**src/rtl/tt_sweep_ctrl.sv**
```systemverilog
// Purpose: walks a 4-input combinational block through all 16 input codes, captures F into a truth table and compares it with an expected table.
// Latency: done pulses 16*SETTLE_CYCLES+1 cycles after the accepted start (earlier on a mismatch when STOP_ON_MISMATCH_EN is defined).
// Backpressure: none; start is honoured only in IDLE, and starts seen while busy or in DONE are dropped.
module tt_sweep_ctrl #(
    parameter int SETTLE_CYCLES = 1
) (
    input  logic        clk,
    input  logic        rst_n,
    input  logic        start,
    input  logic [15:0] expected,
    input  logic        f_in,
    output logic        a,
    output logic        b,
    output logic        c,
    output logic        d,
    output logic        busy,
    output logic        done,
    output logic        pass,
    output logic [15:0] table_out,
    output logic        mism_valid,
    output logic [3:0]  mism_idx,
    output logic [4:0]  err_count
);

    typedef enum logic [1:0] {
        IDLE = 2'd0,
        RUN  = 2'd1,
        DONE = 2'd2
    } state_t;

    localparam logic [7:0] CNT_LAST = 8'(SETTLE_CYCLES - 1);

    state_t      state;
    state_t      state_nxt;
    logic [3:0]  idx;
    logic [7:0]  cnt;
    logic [15:0] exp_q;
    logic        sample;
    logic        mism;
    logic        last;

    // The function block sees the current vector index directly from a register.
    assign {a, b, c, d} = idx;

    // F is taken on the final settle cycle of each vector.
    assign sample = (state == RUN) && (cnt == CNT_LAST);
    assign mism   = sample && (f_in != exp_q[idx]);

`ifdef STOP_ON_MISMATCH_EN
    // Sweep ends after vector 15 or at the first disagreeing sample.
    assign last = sample && ((idx == 4'hF) || mism);
`else
    // Sweep always covers all 16 vectors.
    assign last = sample && (idx == 4'hF);
`endif

    // State register.
    always_ff @(posedge clk) begin
        if (!rst_n) begin
            state <= IDLE;
        end else begin
            state <= state_nxt;
        end
    end

    // Next-state and status decode.
    always_comb begin
        state_nxt = state;
        busy      = 1'b0;
        done      = 1'b0;
        case (state)
            IDLE: begin
                if (start) begin
                    state_nxt = RUN;
                end
            end
            RUN: begin
                busy = 1'b1;
                if (last) begin
                    state_nxt = DONE;
                end
            end
            DONE: begin
                done      = 1'b1;
                state_nxt = IDLE;
            end
            default: begin
                state_nxt = IDLE;
            end
        endcase
    end

    // Vector stepping, capture and compare bookkeeping.
    always_ff @(posedge clk) begin
        if (!rst_n) begin
            idx        <= 4'd0;
            cnt        <= 8'd0;
            exp_q      <= 16'd0;
            table_out  <= 16'd0;
            pass       <= 1'b0;
            mism_valid <= 1'b0;
            mism_idx   <= 4'd0;
            err_count  <= 5'd0;
        end else begin
            case (state)
                IDLE: begin
                    if (start) begin
                        exp_q      <= expected;
                        table_out  <= 16'd0;
                        pass       <= 1'b0;
                        mism_valid <= 1'b0;
                        mism_idx   <= 4'd0;
                        err_count  <= 5'd0;
                        idx        <= 4'd0;
                        cnt        <= 8'd0;
                    end
                end
                RUN: begin
                    if (sample) begin
                        table_out[idx] <= f_in;
                        if (mism) begin
                            err_count <= err_count + 5'd1;
                            if (!mism_valid) begin
                                mism_valid <= 1'b1;
                                mism_idx   <= idx;
                            end
                        end
                        if (last) begin
                            // Fold in the compare of the final sample so pass is right during done.
                            pass <= (err_count == 5'd0) && !mism;
                        end else begin
                            idx <= idx + 4'd1;
                            cnt <= 8'd0;
                        end
                    end else begin
                        cnt <= cnt + 8'd1;
                    end
                end
                default: begin
                end
            endcase
        end
    end

endmodule

```
**config.mk**
```make
export PLATFORM = sky130hd
export DESIGN_NAME = tt_sweep_ctrl
export DESIGN_NICKNAME = d
export VERILOG_FILES = /design/src/rtl/tt_sweep_ctrl.sv
export SDC_FILE = /design/constraint.sdc
export NUM_CORES = 1
export LEC_CHECK = 0
export CAP_MARGIN = 20
export CORE_AREA = 2 2 92 94
export DETAILED_ROUTE_END_ITERATION = 6
export DIE_AREA = 0 0 94 96
export GPL_TIMING_DRIVEN = 0
export PLACE_DENSITY = 0.55
export SLEW_MARGIN = 20
export SYNTH_ARGS = -nofsm -noshare
export SYNTH_HDL_FRONTEND = slang
export SYNTH_SLANG_ARGS = --single-unit
export TNS_END_PERCENT = 50
```
**constraint.sdc**
```tcl
create_clock -name clk -period 5.7 [get_ports clk]
set_clock_uncertainty 0.2 [all_clocks]
set_input_delay 0.57 -clock clk [delete_from_list [all_inputs] [get_ports clk]]
set_output_delay 0.57 -clock clk [all_outputs]
set_load 0.005 [all_outputs]
```
==> reports/results.md <==
| Parameter | Reported | Unit |
| --- | --- | --- |
| Deepest clock path buffer count | 2 | - |
| Class of the tightest hold or removal check | flop to flop | - |
| Area of the die | 9020 | µm² |
| Setup violations, final | 0 | - |
| Gate count of the mapped netlist | 325 | - |
| Yosys top cell by area | dfxtp_1 | - |
| Unrepaired setup endpoints after global routing | no | - |
| Endpoint kind of the worst setup timing path | flop | - |
| Main area contributors after synthesis | dfxtp_1, a21oi_1, nand2_1 | - |
| Worst reg2reg setup slack | 2.77 | ns |
| Critical path class | flop to flop | - |
| Most common cell after layout, fill and taps aside | dfxtp_1 | - |
| Share of post-route cells with drive strength above 1 | 6.62 | % |
| Startpoint of the worst register-to-register path | idx[3] | - |
| Core Area | 8050 | µm² |
| Final Hold Violating Endpoints | 0 | - |
| Cts hold-fix bufs | 0 | - |
| Yosys top cell area share | 42.0 | % |
| Post-synthesis cell area | 2720 | µm² |
| Vias after detailed routing | 2530 | - |
| Max-slew violation count | 0 | - |
| Post-CTS clock slew at the launch and capture registers of the worst setup and hold paths | 0.06 | ns |
| Area delta synth->final | 30.4 | % |
| Net Count, Synth | 353 | - |
| Ordered list of cells on the worst path | clkbuf_1 > mux4_1 > mux4_2 > xnor2_2 > or4_1 > a31oi_1 | - |
| Number of cells on the worst reg-to-reg path | 6 | - |
| Initial core utilization | 33.7 | % |
| Remaining max-slew budget at the tightest pin | 47.0 | % |
| Final worst setup slack | 2.77 | ns |
| Number of diodes added for antenna fixing | 0 | - |
| Number of antenna violations at the first check in global routing | 0 | - |
| Global-route wire length before repair | 12100 | µm |
| Vias in the first global route | 2421 | - |
| Async set-or-reset flop fraction in the synthesized netlist | 0 | % |
| Endpoint of the lowest-slack register-to-register path | err_count[4] | - |
| Worst Path Required | 5.76 | ns |
| Sum of internal, switching and leakage power | 857 | µW |
| Synthesis-stage register bit count | 57 | - |
| Fin Hold WS | 0.254 | ns |
| Number of distinct library cells after synthesis | 44 | - |
| Clk Tree Root Cell | clkbuf_8 | - |
| TritonCTS clock tree | done | - |
| Filler Cell Count | 821 | - |
| CP startpoint kind | flop | - |
| Post-detailed-route wirelength per cell | 14.8 | µm |
| Slew at the pin closest to its max-slew limit | 0.784 | ns |
| DRC violation count after routing | 0 | - |
| Count of port buffers added during placement | 52 | - |
| Clk_lat worst skew | 0.34 | ns |
| Worst path arrival time | 2.99 | ns |
| Sum Neg Setup Slack | 0 | ns |
| Maximum capacitance violations | 0 | - |
| Gp weighted congestion | 0.798 | - |
| Total number of placement rows | 33 | - |
| Time the final worst path needs with I/O delays and setup | 2.93 | ns |
| Sequential element share of the synthesized area | 42.0 | % |
| Final Routed Wirelength | 7380 | µm |
| Clk sinks | 57 | - |
| Dominant register cell in the synthesized netlist | dfxtp_1 | - |
| Initial DRT Pass Iterations | 4 | - |
| TritonCTS buffer count | 9 | - |
| Maximum number of pins on one net before global-route repair | 11 | - |
| Worst setup path endpoint | err_count[4] | - |
| Total grt overflow | 0 | - |
| Post CTS Setup Buffer Count | 0 | - |
| PwrDens | 242 | nW/µm² |
| Status | completed | - |
| F_max | 341 | MHz |
| Vias per cell | 5.08 | - |
| Cell with the largest stage delay on the worst path | mux4_2 | - |
| H-tree level count | 3 | - |
| Most used cells in the layout excluding fill and tap cells | dfxtp_1, nand2_1, a21oi_1, clkdlybuf4s50_1, nor2_1 | - |
| Share of the cycle needed by the critical path after routing | 51.5 | % |
| Maximum VDD drop | 190 | µV |
| Highest net fanout along the worst path | 10 | - |
| Post-CTS sizing | 0 | - |
| All-Layer GR Usage | 17.5 | % |
| Leakage power total | 0.00126 | µW |
| Number of primary I/O pins | 53 | - |
| EDFF count, synth | 0 | - |
| Placed instance area | 3370 | µm² |
| Chip width | 94 | µm |
| Starting DRT DRC Count | 172 | - |
| Worst setup startpoint | idx[3] | - |
| DRT antenna net count | 0 | - |
| Final layout net count | 416 | - |
| Half-perimeter wire length of the detailed placement result | 5340 | µm |
| Post-Place Worst Slack | 2.79 | ns |
| Maximum cell stage delay along the critical path | 0.54 | ns |
| Syn_area_per_cell | 8.36 | µm² |
| Post-route design area | 3540 | µm² |
| Die Y-Extent | 96 | µm |
| Synth Warn # | 0 | - |
## through the flow
step,std cells,utilization [%]
2_1_floorplan,325,-
3_3_place_gp,482,41.8
3_5_place_dp,482,41.8
4_1_cts,498,44.0
5_1_grt,498,44.0
6_report,498,44.0
## Yosys cell counts, drive strengths merged (6+ instances only)
cell and instances:
clkbuf 13, ha 8, nand3 8, inv 10, buf 8, dfxtp 57
nand2 56, nor2 18, and3 6, o21ai 16, xor2 6, nand4 7
a21oi 54
## sequential cells by signal, indices dropped and copies added, names as in the netlist
signal,flops
exp_q,16
table_out,16
cnt,8
err_count,5
idx,4
mism_idx,4
state,2
mism_valid,1
pass,1
## final cells by class
type / count / area [µm²] / area share (%)
buffer: 21 / 104 / 2.93
clock buffer: 13 / 159 / 4.49
clock inverter: 3 / 15.0 / 0.424
inverter: 10 / 37.5 / 1.06
multi-input combinational: 237 / 1430 / 40.5
sequential: 57 / 1140 / 32.2
tap: 105 / 131 / 3.71
timing repair buffer: 52 / 520 / 14.7
## worst max-delay path: cells and delay by family (launching register included)
kind / cells / cell delay (ns)
buf+inv: 1 / 0.49
mux: 2 / 0.95
simple gates: 1 / 0.47
flops: 1 / 0.39
xor+xnor: 1 / 0.17
compound gates: 1 / 0.18
## routing by layer
layer	routed length, µm	up-vias	share of wire, %	GRT usage [%]
met5	0	-	0	0
met4	108	0	1.5	6.88
met3	373	10	5.1	4.62
met2	3370	64	46	27.4
met1	3520	1174	48	23.1
li1	-	1282	-	-
## cells by family (layout without fill, tap and decap cells)
logic type / Yosys count / count (layout) / share of synthesized area [%]
flops: 57 / 57 / 42.0
xor+xnor: 11 / 11 / 3.82
buf+inv: 31 / 99 / 5.21
simple gates: 121 / 121 / 21.6
fa+ha+maj: 8 / 8 / 3.69
mux: 5 / 5 / 4.56
compound gates: 92 / 92 / 19.1
## worst min-delay path by stage
| stage | from | end | cells after the start |
|---|---|---|---|
| 6_report | exp_q[14] | exp_q[14] | 2 |
| 5_1_grt | exp_q[3] | exp_q[3] | 2 |
| 4_1_cts | exp_q[11] | exp_q[11] | 2 |
| 3_5_place_dp | exp_q[11] | exp_q[11] | 2 |
| 3_3_place_gp | exp_q[14] | exp_q[14] | 2 |
| 2_1_floorplan | exp_q[5] | exp_q[5] | 2 |
## where the power goes
group,total (µW),internal [µW],leakage (µW),switching [µW]
logic,103,42.2,0.000708,60.9
registers,416,408,0.000462,7.31
clock network,339,179,0.0000932,159
Note: power is estimated with default switching activity, not from simulation.
